## config.mk

```make
export PLATFORM = sky130hd
export DESIGN_NAME = car_parking_controller
export DESIGN_NICKNAME = d
export VERILOG_FILES = /design/src/rtl/car_parking_pkg.sv /design/src/rtl/parking_occupancy_counter.sv /design/src/rtl/car_parking_controller.sv
export SDC_FILE = /design/constraint.sdc
export NUM_CORES = 1
export LEC_CHECK = 0
export BUFFER_PORTS_ARGS = -buffer_cell sky130_fd_sc_hd__buf_2
export CORE_MARGIN = 4
export CORE_UTILIZATION = 35
export CTS_CLUSTER_SIZE = 30
export DETAILED_ROUTE_END_ITERATION = 6
export GPL_TIMING_DRIVEN = 0
export HOLD_SLACK_MARGIN = 0.03
export REMOVE_ABC_BUFFERS = 1
export SLEW_MARGIN = 20
export SYNTH_ARGS = -nofsm -noshare
export SYNTH_HDL_FRONTEND = slang
export SYNTH_SLANG_ARGS = --single-unit
```

## constraint.sdc

```tcl
create_clock -name clk -period 3 [get_ports clk]
set_input_delay 0 -clock clk [delete_from_list [all_inputs] [get_ports clk]]
set_output_delay 0 -clock clk [all_outputs]
set_load 0.005 [all_outputs]
```

## src/rtl/car_parking_pkg.sv

```systemverilog
// Shared types and constants for the parking gate controller.
// Latency: n/a (declarations only).
// Backpressure: n/a.
package car_parking_pkg;

  typedef enum logic [2:0] {
    IDLE             = 3'd0,
    PASSWORD_WAITING = 3'd1,
    WRONG_PASSWORD   = 3'd2,
    CORRECT_PASSWORD = 3'd3,
    WAIT             = 3'd4,
    LOCKOUT          = 3'd5
  } state_t;

  // Active-low 7-segment status codes
  localparam logic [6:0] HEX_BLANK    = 7'b111_1111;
  localparam logic [6:0] HEX_FULL     = 7'b000_1110;
  localparam logic [6:0] HEX_PW_WAIT  = 7'b011_0000;
  localparam logic [6:0] HEX_PW_WRONG = 7'b011_1000;
  localparam logic [6:0] HEX_PW_OK    = 7'b011_0001;
  localparam logic [6:0] HEX_WAIT     = 7'b010_0100;
  localparam logic [6:0] HEX_LOCKOUT  = 7'b100_0111;

  // Bits needed to hold a count of 0..slots inclusive
  function automatic int occ_width(input int slots);
    return $clog2(slots + 1);
  endfunction

endpackage

```

## src/rtl/parking_occupancy_counter.sv

```systemverilog
// Saturating up/down count of cars in the lot, with a registered full flag.
// Latency: occupancy and full update one edge after inc/dec.
// Backpressure: none; inc at capacity and dec at zero are absorbed.
module parking_occupancy_counter
  import car_parking_pkg::*;
#(
  parameter int NUM_SLOTS = 8,
  parameter int OCC_W     = occ_width(NUM_SLOTS)
) (
  input  logic             clk,
  input  logic             reset,
  input  logic             inc,
  input  logic             dec,
  output logic [OCC_W-1:0] occupancy,
  output logic             full
);

  localparam logic [OCC_W-1:0] MAX_OCC = OCC_W'(NUM_SLOTS);

  logic [OCC_W-1:0] occ_next;

  // Simultaneous inc and dec cancel; both ends saturate
  always_comb begin
    occ_next = occupancy;
    if (inc && !dec && occupancy != MAX_OCC)
      occ_next = occupancy + OCC_W'(1);
    else if (dec && !inc && occupancy != '0)
      occ_next = occupancy - OCC_W'(1);
  end

  // Register count and derive full from the same next value so they agree
  always_ff @(posedge clk) begin
    if (reset) begin
      occupancy <= '0;
      full      <= 1'b0;
    end else begin
      occupancy <= occ_next;
      full      <= (occ_next == MAX_OCC);
    end
  end

endmodule

```

## src/rtl/car_parking_controller.sv

```systemverilog
// Gate controller: password FSM with timeout, retry lockout and lot-full refusal.
// Latency: outputs registered from next_state, valid alongside the new state.
// Backpressure: none; strobes outside password-accepting states are dropped.
module car_parking_controller
  import car_parking_pkg::*;
#(
  parameter int              NUM_SLOTS      = 8,
  parameter int              PW_W           = 4,
  parameter logic [PW_W-1:0] PASSWORD       = 4'b0111,
  parameter int              PW_TIMEOUT     = 16,
  parameter int              MAX_TRIES      = 3,
  parameter int              LOCKOUT_CYCLES = 32
) (
  input  logic                               clk,
  input  logic                               reset,
  input  logic                               entrance_sensor,
  input  logic                               exit_sensor,
  input  logic                               leave_sensor,
  input  logic [PW_W-1:0]                    password_in,
  input  logic                               password_valid,
  output logic                               green_light,
  output logic                               red_light,
  output logic [6:0]                         hex1,
  output logic [occ_width(NUM_SLOTS)-1:0]    occupancy,
  output logic                               full,
  output logic                               locked
);

  localparam int TMR_W = $clog2(PW_TIMEOUT);
  localparam int TRY_W = $clog2(MAX_TRIES + 1);
  localparam int LCK_W = $clog2(LOCKOUT_CYCLES + 1);

  localparam logic [TMR_W-1:0] TMR_LAST = TMR_W'(PW_TIMEOUT - 1);
  localparam logic [TRY_W-1:0] TRY_MAX  = TRY_W'(MAX_TRIES);
  localparam logic [LCK_W-1:0] LCK_LAST = LCK_W'(LOCKOUT_CYCLES - 1);

  state_t           state, next_state;
  logic [TMR_W-1:0] timer, timer_next;
  logic [TRY_W-1:0] tries, tries_next, try_inc;
  logic [LCK_W-1:0] lock_cnt, lock_next;
  logic             match, refuse, pass;

  assign match   = password_valid && (password_in == PASSWORD);
  assign try_inc = tries + TRY_W'(1);

  // Next-state, retry, timer and lockout-counter decisions
  always_comb begin
    next_state = state;
    tries_next = tries;
    timer_next = '0;
    lock_next  = '0;
    refuse     = 1'b0;
    pass       = 1'b0;
    case (state)
      IDLE: begin
        if (entrance_sensor) begin
          if (full) refuse = 1'b1;
          else      next_state = PASSWORD_WAITING;
        end
      end
      PASSWORD_WAITING, WRONG_PASSWORD: begin
        // A strobe wins over the timeout; any mismatch restarts the timer
        if (match) begin
          next_state = CORRECT_PASSWORD;
          tries_next = '0;
        end else if (password_valid) begin
          tries_next = try_inc;
          next_state = (try_inc == TRY_MAX) ? LOCKOUT : WRONG_PASSWORD;
        end else if (timer == TMR_LAST) begin
          next_state = IDLE;
          tries_next = '0;
        end else begin
          timer_next = timer + TMR_W'(1);
        end
      end
      CORRECT_PASSWORD: begin
        if (exit_sensor) begin
          pass       = 1'b1;
          next_state = entrance_sensor ? WAIT : IDLE;
        end
      end
      WAIT: begin
        // Tailgater must re-authenticate; misses here do not count as tries
        if (match) next_state = full ? IDLE : CORRECT_PASSWORD;
      end
      LOCKOUT: begin
        if (lock_cnt == LCK_LAST) begin
          next_state = IDLE;
          tries_next = '0;
        end else begin
          lock_next = lock_cnt + LCK_W'(1);
        end
      end
      default: begin
        next_state = IDLE;
        tries_next = '0;
      end
    endcase
  end

  // State, counters and registered outputs decoded from next_state
  always_ff @(posedge clk) begin
    if (reset) begin
      state       <= IDLE;
      timer       <= '0;
      tries       <= '0;
      lock_cnt    <= '0;
      green_light <= 1'b0;
      red_light   <= 1'b0;
      hex1        <= HEX_BLANK;
      locked      <= 1'b0;
    end else begin
      state       <= next_state;
      timer       <= timer_next;
      tries       <= tries_next;
      lock_cnt    <= lock_next;
      green_light <= (next_state == CORRECT_PASSWORD);
      locked      <= (next_state == LOCKOUT);
      case (next_state)
        PASSWORD_WAITING: begin red_light <= 1'b1; hex1 <= HEX_PW_WAIT;  end
        WRONG_PASSWORD:   begin red_light <= 1'b1; hex1 <= HEX_PW_WRONG; end
        CORRECT_PASSWORD: begin red_light <= 1'b0; hex1 <= HEX_PW_OK;    end
        WAIT:             begin red_light <= 1'b1; hex1 <= HEX_WAIT;     end
        LOCKOUT:          begin red_light <= 1'b1; hex1 <= HEX_LOCKOUT;  end
        default: begin
          red_light <= refuse;
          hex1      <= refuse ? HEX_FULL : HEX_BLANK;
        end
      endcase
    end
  end

  parking_occupancy_counter #(
    .NUM_SLOTS (NUM_SLOTS)
  ) u_occ (
    .clk       (clk),
    .reset     (reset),
    .inc       (pass),
    .dec       (leave_sensor),
    .occupancy (occupancy),
    .full      (full)
  );

endmodule

```

==> reports/metrics.cfg, run 1 <==
[synth]
synth_edf_count = 0
syn_area_um2 = 1540
synth_flop_cell = dfxtp_1
synth_seq_area_share_pct = 38.9
synth.distinct_cells = 53
yosys_warnings = 0
synth_seq_cells = 30
synth_cells = 181
avgSynthCellArea_um2 = 8.52
async_reset_ff_share_pct = 0

[worst_setup_path]
cp.required_ps = 3170
startpoint_type = flip-flop
r2r-start = state[1]
crit_fanout = 17
critPathArrivalTime_ps = 2480
crit_type = flip-flop to flip-flop
crit_path_end_kind = flip-flop
r2r_setup_slack_ps = 690
reg2regPathDepth = 4
r2r_end = hex1[0]

[global_route]
grt_use_met2_pct = 17.8
grt_pass1_vias = 1141
grt_pass1_wl_um = 5240
grt_util_met3_pct = 5.54
grt.met1_usage_pct = 16.4
grt_antenna_before_repair = 0
grt-ovfl-total = 0
track_usage_pct = 12.4
grt_max_degree = 19
top_usage_layer = met2

[placed_design]
globalplace.congestion = 0.786
port_buffers = 24
dp_cells = 246
hpwl_um = 2120

[drt]
first_iter_violations = 57
wl_per_cell_um = 11.8
first_pass_iters = 4
via_per_inst = 5.04
route.antenna.remaining_nets = 0
drc = 0
wl_um = 2990
dr_total_vias = 1275

[sta]
min_period_ps = 2310
maxSlewViolCount = 0
slew_headroom_pct = 64.7
setup_viol = 0
hold_viol = 0
rsz0062_at_grt = no
setup_tns_ps = 0
tightestPinTransition_ps = 528
period_share_pct = 77.1
fin_skew_ps = 5.80
max_freq_mhz = 433

[min_path]
min_from = reset
min_path_type = input port to flip-flop
whs_endpoint = tries[1]
min_path_cells = 2

[die]
io_pins = 25
start_util_pct = 37.2
die_y_um = 74.4
num_rows = 23
coreArea_um2 = 4140
dieArea_um2 = 5530
die_w_um = 74.4

[clock_network]
cts-root-buf = clkbuf_8
cts-buffers-inserted = 5
cts_tree = built
htreeDepth = 2
cts_buffer_depth = 2
post_cts_buffers = 0
clk_latency_ps = 280
ctsHoldBuffers = 0
clock_sinks = 30
cts_resized = 0
clk_pin_slew_ps = 60

[run_status]
outcome = complete, no violations

[finish]
final_nets = 218
fin_cells = 253
antenna_cells = 0
drive_gt1_share_pct = 18.7
area_delta_synth_final_pct = 15.6
utilization_pct = 43.0

[power]
power.total_mw = 1.25
power.density_nw_per_um2 = 701
leakage_nw = 0.732
ir_drop_v = 0.000342

[run]
cap_violations = 0

[power breakdown]
group | internal, mW | switching [mW] | leakage [nW]
Combinational | 0.161 | 0.167 | 0.430
Clock | 0.265 | 0.147 | 0.0573
Sequential | 0.450 | 0.0606 | 0.245
Total | 0.876 | 0.374 | 0.732
[final cells by class]
class / count / area (um^2)
inverters: 10 / 37.5
multi-input cells: 132 / 850
fillers: 429 / 2360
repair buffers: 24 / 120
clock buffers: 6 / 82.6
well taps: 50 / 62.6
flip-flops and latches: 30 / 601
clock inverters: 1 / 30.0
[cell usage after synthesis (2+ instances only)]
cell,instances,area share (%)
nand2_1,6,1.5
xor2_1,3,1.7
dfxtp_1,30,39
nor2_1,37,9.0
nand3b_1,2,0.97
and3_1,2,0.81
a31oi_1,2,0.81
buf_4,3,1.5
nand2b_1,4,1.6
nor3_1,2,0.65
nand4b_1,2,1.1
inv_1,9,2.2
xnor2_1,6,3.4
nand3_1,6,1.9
or3_1,3,1.2
ha_1,5,4.1
o21ai_0,5,1.6
and4b_1,2,1.3
a21o_1,2,0.97
a21oi_1,12,3.9
a211o_1,4,2.3
clkbuf_1,3,0.73
[worst max-delay path by stage]
stage,from,endpoint,cells after the start
floorplan,timer[0],hex1[6],7
global placement,state[1],hex1[0],4
detailed placement,state[1],hex1[0],4
CTS,state[1],hex1[0],4
global route,state[1],u_occ.full,6
finish,state[1],hex1[0],4
[placed cells by master (no fill, tap or decap), types with 2 or more instances in the layout]
master    count
nor2_1       37
dfxtp_1      30
buf_2        24
a21oi_1      12
inv_1         9
nand3_1       6
xnor2_1       6
nand2_1       6
clkbuf_8      6
o21ai_0       5
ha_1          5
a211o_1       4
nand2b_1      4
xor2_1        3
or3_1         3
and4b_1       2
nor3_1        2
nand4b_1      2
nand3b_1      2
a21o_1        2
and3_1        2
a31oi_1       2
[worst max-delay path, stage by stage, from the launching register on]
cell and delay [ps]:
dfxtp_1 650, nand4b_1 530, o221a_2 490, and4bb_4 230, or3_1 290
[metrics by stage]
step | cell area, um^2 | hold slack, ps | setup slack, ps
after CTS | 1780 | 66.4 | 707
after floorplan | 1490 | 69.1 | 1010
after global placement | 1670 | 361 | 721
after detailed placement | 1670 | 366 | 721
after global routing | 1780 | 87.8 | 501
final | 1780 | 76.0 | 688
[logic make-up (layout without fill, tap and decap cells)]
kind of cell / Yosys count / in the layout / share of synthesized area [%]
AOI/OAI and AO/OA: 41 / 41 / 19.4
xor gates and xnor gates: 9 / 9 / 5.11
adders and majority gates: 6 / 6 / 4.70
buffers and inverters: 19 / 41 / 6.00
DFF: 30 / 30 / 38.9
muxes: 1 / 1 / 0.649
and+or+nand+nor: 75 / 75 / 25.2
[state kept, by name, indices dropped and copies added (netlist names)]
| name | flops |
|---|---|
| hex1 | 7 |
| lock_cnt | 6 |
| timer | 4 |
| u_occ.occupancy | 4 |
| state | 3 |
| tries | 2 |
| green_light | 1 |
| locked | 1 |
| red_light | 1 |
| u_occ.full | 1 |
[routing by layer]
metal  vias to the layer above  wire [um]
met1                       561       1480
met4                         0         33
met2                        30       1280
met5                         -          0
li1                        679          -
met3                         5        190
(Power assumes the default switching activity.)
==> inputs of run 2 (changes only) <==
--- a/config.mk
+++ b/config.mk
@@ -5,6 +5,7 @@
 export SDC_FILE = /design/constraint.sdc
 export NUM_CORES = 1
 export LEC_CHECK = 0
+export ABC_AREA = 1
 export BUFFER_PORTS_ARGS = -buffer_cell sky130_fd_sc_hd__buf_2
 export CORE_MARGIN = 4
 export CORE_UTILIZATION = 35
==> constraint.sdc (replaced) <==
create_clock -name clk -period 2.08 [get_ports clk]
set_input_delay 0 -clock clk [delete_from_list [all_inputs] [get_ports clk]]
set_output_delay 0 -clock clk [all_outputs]
set_load 0.005 [all_outputs]
==> reports/metrics.cfg, run 2 <==
[clock_network]
htreeDepth = 2
clk_pin_slew_ps = 60
ctsHoldBuffers = 0
cts-buffers-inserted = 5
cts_tree = built
cts_buffer_depth = 2
clock_sinks = 30
post_cts_buffers = 0
cts_resized = 0
clk_latency_ps = 270
cts-root-buf = clkbuf_8

[global_route]
grt-ovfl-total = 0
track_usage_pct = 12.9
grt_antenna_before_repair = 0
grt_pass1_wl_um = 5660
grt_max_degree = 12
grt_pass1_vias = 1293

[worst_setup_path]
cpPeakStageDelay_ps = 350
startpoint_type = flip-flop
crit_type = flip-flop to flip-flop
cp_num_buf_inv = 0
cp_slowest_cell = dfxtp_1
critPathArrivalTime_ps = 1830
cp.required_ps = 2230
crit_fanout = 8
r2r-start = lock_cnt[0]
crit_family = simple AND/OR/NAND/NOR gates
reg2regPathDepth = 10
r2r_end = hex1[5]
critPathMostFrequentCell = nand2_1
crit_path_end_kind = flip-flop
crit_chain = ha_1 > nand3_2 > o21ai_2 > nand2_1 > nor2_2 > nand3_4 > nor2_1 > nand2_1 > nand2_1 > nand3_1
r2r_setup_slack_ps = 390

[placed_design]
pre_cts_slack_ps = 380
hpwl_um = 2350
port_buffers = 24
dp_cells = 283
globalplace.congestion = 0.774

[min_path]
min_path_type = input port to flip-flop
min_path_cells = 3
min_from = password_valid
whs_endpoint = tries[0]

[synth]
synth_top_cell_by_area = dfxtp_1
synth_mux_area_share_pct = 0
synth-simple-area-share_pct = 40.4
synth_cells = 210
synth_edf_count = 0
syn_area_um2 = 1570
synth.distinct_cells = 31
synth_common_cells = nand2_1 (43), dfxtp_1 (30), nor2_1 (27)
synth_top_area_share_pct = 38.2
synth_seq_cells = 30
synth.most_common_cell = nand2_1
synth_seq_area_share_pct = 38.2
synthAdderAreaFrac_pct = 3.98
synth_xor_area_share_pct = 4.94
synth_area_leaders = dfxtp_1 (38%), nand2_1 (10%), nand3_1 (7.0%)
avgSynthCellArea_um2 = 7.48
async_reset_ff_share_pct = 0
yosys_warnings = 0
synth_flop_cell = dfxtp_1
synth_top_family_by_area = simple AND/OR/NAND/NOR gates
synth-compound-area-share_pct = 5.58

[run_status]
outcome = complete, no violations

[drt]
first_pass_iters = 4
drc = 0
wl_per_cell_um = 10.5
first_iter_violations = 29
route.antenna.remaining_nets = 0
wl_um = 3050
via_per_inst = 4.53
dr_total_vias = 1314

[finish]
final_cell_mix = nand2_1 (43), dfxtp_1 (30), nor2_1 (27)
register_area_um2 = 601
largest_reg_flops = 7
fillerInstances = 448
utilization_pct = 42.6
area_delta_synth_final_pct = 18.2
final_common_cell = nand2_1
drive_gt1_share_pct = 26.9
multi_input_area_um2 = 862
final_nets = 253
fin_cells = 290
antenna_cells = 0
reg.largest.list = hex1: 7 flops, lock_cnt: 6 flops
top_register = hex1

[die]
die_y_um = 75.0
start_util_pct = 36.1
dieArea_um2 = 5620
coreArea_um2 = 4350
num_rows = 24
io_pins = 25
die_w_um = 75.0

[sta]
worst_slack_ps = 392
setup_viol = 0
tightestPinTransition_ps = 373
period_share_pct = 81.1
max_freq_mhz = 593
slew_headroom_pct = 75.1
fin_hold_ws_ps = 46.1
min_period_ps = 1690
hold_viol = 0
fin_skew_ps = 2.93
rsz0062_at_grt = no
maxSlewViolCount = 0
setup_tns_ps = 0

[power]
power.density_nw_per_um2 = 1280
leakage_nw = 0.891
ir_drop_v = 0.000866

[run]
cap_violations = 0

-- run 2: per-stage QoR --
step	power (mW)	instance area [um^2]
finish	2.38	1860
global route	2.60	1860
CTS	2.41	1860
detailed placement	1.81	1740
global placement	1.81	1740
floorplan	1.54	1560
-- run 2: worst max path at each step --
stage                        from          to  slack, ps  depth (start not counted)
4_1_cts               lock_cnt[0]     hex1[5]        370                         10
3_3_place_gp          lock_cnt[0]     hex1[5]        390                         10
3_5_place_dp          lock_cnt[0]     hex1[5]        380                         10
6_report              lock_cnt[0]     hex1[5]        390                         10
5_1_grt                  timer[0]   red_light        200                         10
2_1_floorplan  u_occ.occupancy[0]  u_occ.full        580                         11
-- run 2: logic make-up after synthesis --
group,Yosys count
flip-flops,30
adder cells (fa/ha/maj),5
AND/OR/NAND/NOR,125
buffers and inverters,28
XOR/XNOR,8
AO/OA/AOI/OAI,14
-- run 2: final cells by class --
cell class                 count  share of cell area (%)
clock inverter                 1                    1.62
inverter                      25                    5.12
multi-input combinational    152                    46.5
timing repair buffer          24                    6.47
tap                           52                    3.51
clock buffer                   6                    4.45
sequential                    30                    32.4
-- run 2: per-layer routing --
layer  wire length, um  part of all wire (%)  vias to the layer above  GRT usage (%)
li1                  -                     -                      715              -
met1              1460                    48                      582           15.6
met2              1450                    47                       15           22.0
met3               131                   4.3                        2           4.67
met4                10                  0.33                        0           2.96
met5                 0                     0                        -              0
-- run 2: report_power, final --
group / internal, mW / switching, mW / total, mW
Clock: 0.383 / 0.205 / 0.587
Combinational: 0.393 / 0.573 / 0.965
Sequential: 0.717 / 0.105 / 0.822
Total: 1.49 / 0.883 / 2.38
-- run 2: worst min-delay path, stage by stage --
cell     delay [ps]
buf_2           130
nand4_1          80
a21oi_1          60
==> inputs of run 3 (changes only) <==
==> constraint.sdc (replaced) <==
create_clock -name clk -period 1.5 [get_ports clk]
set_input_delay 0 -clock clk [delete_from_list [all_inputs] [get_ports clk]]
set_output_delay 0 -clock clk [all_outputs]
set_load 0.005 [all_outputs]
==> reports/metrics.cfg, run 3 (synthesized netlist as in run 2, its figures left out) <==
[run_status]
outcome = finished, violations left
violations = setup timing

[drt]
first_iter_violations = 51
first_pass_iters = 4
wl_um = 3350
route.antenna.remaining_nets = 0
via_per_inst = 4.62
dr_total_vias = 1394
drc = 0
wl_per_cell_um = 11.1

[sta]
maxSlewViolCount = 0
worst_slack_ps = -95.9
setup_viol = 7
fin_skew_ps = 2.61
min_period_ps = 1600
hold_viol = 0
slew_headroom_pct = 76.0
period_share_pct = 106
fin_hold_ws_ps = 37.5
rsz0062_at_grt = yes
setup_tns_ps = -440
max_freq_mhz = 627
tightestPinTransition_ps = 359

[clock_network]
cts_tree = built
htreeDepth = 2
cts_buffer_depth = 2
cts-root-buf = clkbuf_8
clk_pin_slew_ps = 60
ctsHoldBuffers = 0
clock_sinks = 30
cts-buffers-inserted = 5
clk_latency_ps = 270

[power]
power.density_nw_per_um2 = 1730
ir_drop_v = 0.00129
leakage_nw = 0.956

[run]
cap_violations = 0

[die]
die_y_um = 75.0
die_w_um = 75.0
coreArea_um2 = 4350
dieArea_um2 = 5620
io_pins = 25
start_util_pct = 36.1
num_rows = 24

[finish]
drive_gt1_share_pct = 41.6
top_register = hex1
final_cell_mix = nand2_1 (39), nor2_1 (24), buf_2 (24)
fin_cells = 302
final_common_cell = nand2_1
largest_reg_flops = 7
reg.largest.list = hex1: 7 flops, lock_cnt: 6 flops
final_area_um2 = 2100
utilization_pct = 48.3
area_delta_synth_final_pct = 33.9
antenna_cells = 0
final_nets = 265

[worst_setup_path]
critPathArrivalTime_ps = 1740
cp.required_ps = 1650
worstSetupStartpoint = lock_cnt[0]
crit_type = flip-flop to flip-flop
startpoint_type = flip-flop
crit_fanout = 3
r2r-start = lock_cnt[0]
crit_path_end_kind = flip-flop

[global_route]
grt_max_degree = 12
grt_antenna_before_repair = 0
grt_pass1_wl_um = 5930
grt_pass1_vias = 1350
track_usage_pct = 13.5
grt-ovfl-total = 0

[placed_design]
placed_area_um2 = 1740
globalplace.congestion = 0.774
hpwl_um = 2350
port_buffers = 24
dp_cells = 283

[min_path]
min_from = password_valid
min_path_type = input port to flip-flop

-- run 3: final timing paths --
path,endpoint,slack (ps),depth (start not counted)
min reg2reg,timer[0],440,1
max,hex1[0],-100,8
max reg2reg,hex1[0],-100,8
min,tries[0],40,3
-- run 3: layout make-up --
type,count,area [um^2]
multi-input combinational,152,990
clock inverter,1,30.0
inverter,25,98.8
clock buffer,6,82.6
tap,52,65.1
sequential,30,626
timing repair buffer,36,210
fill,419,2250
-- run 3: metrics by stage --
stage	setup WS [ps]	power, mW
after floorplan	2.58	2.14
after global placement	-189	2.51
after detailed placement	-200	2.51
after CTS	-108	3.42
after global routing	-214	3.97
final	-95.9	3.64
-- run 3: power breakdown --
group / switching (mW) / internal, mW / leakage [nW]
Sequential: 0.159 / 1.02 / 0.251
Combinational: 0.919 / 0.736 / 0.648
Clock: 0.277 / 0.530 / 0.0573
-- run 3: per-layer routing --
layer | track usage [%] | share of wire, % | up-vias
met5 | 0 | 0 | -
met4 | 2.96 | 0.30 | 0
met1 | 16.1 | 45 | 632
met3 | 4.67 | 3.9 | 2
met2 | 23.6 | 50 | 16
li1 | - | - | 744
-- run 3: worst max-delay path, cell delays in order, from the launching register on --
cell,delay [ps]
dfxtp_2,360
ha_4,150
nand3_4,80
o21ai_4,160
buf_4,140
nand2_1,90
nand3b_1,240
o21ai_1,160
nand3_1,80
-- run 3: what timing repair did --
item                                    in CTS  in global routing
endpoints found under the setup margin      14                 15
resized for setup                           19                 29
setup buffers                                7                  5
pin swaps                                    9                 13
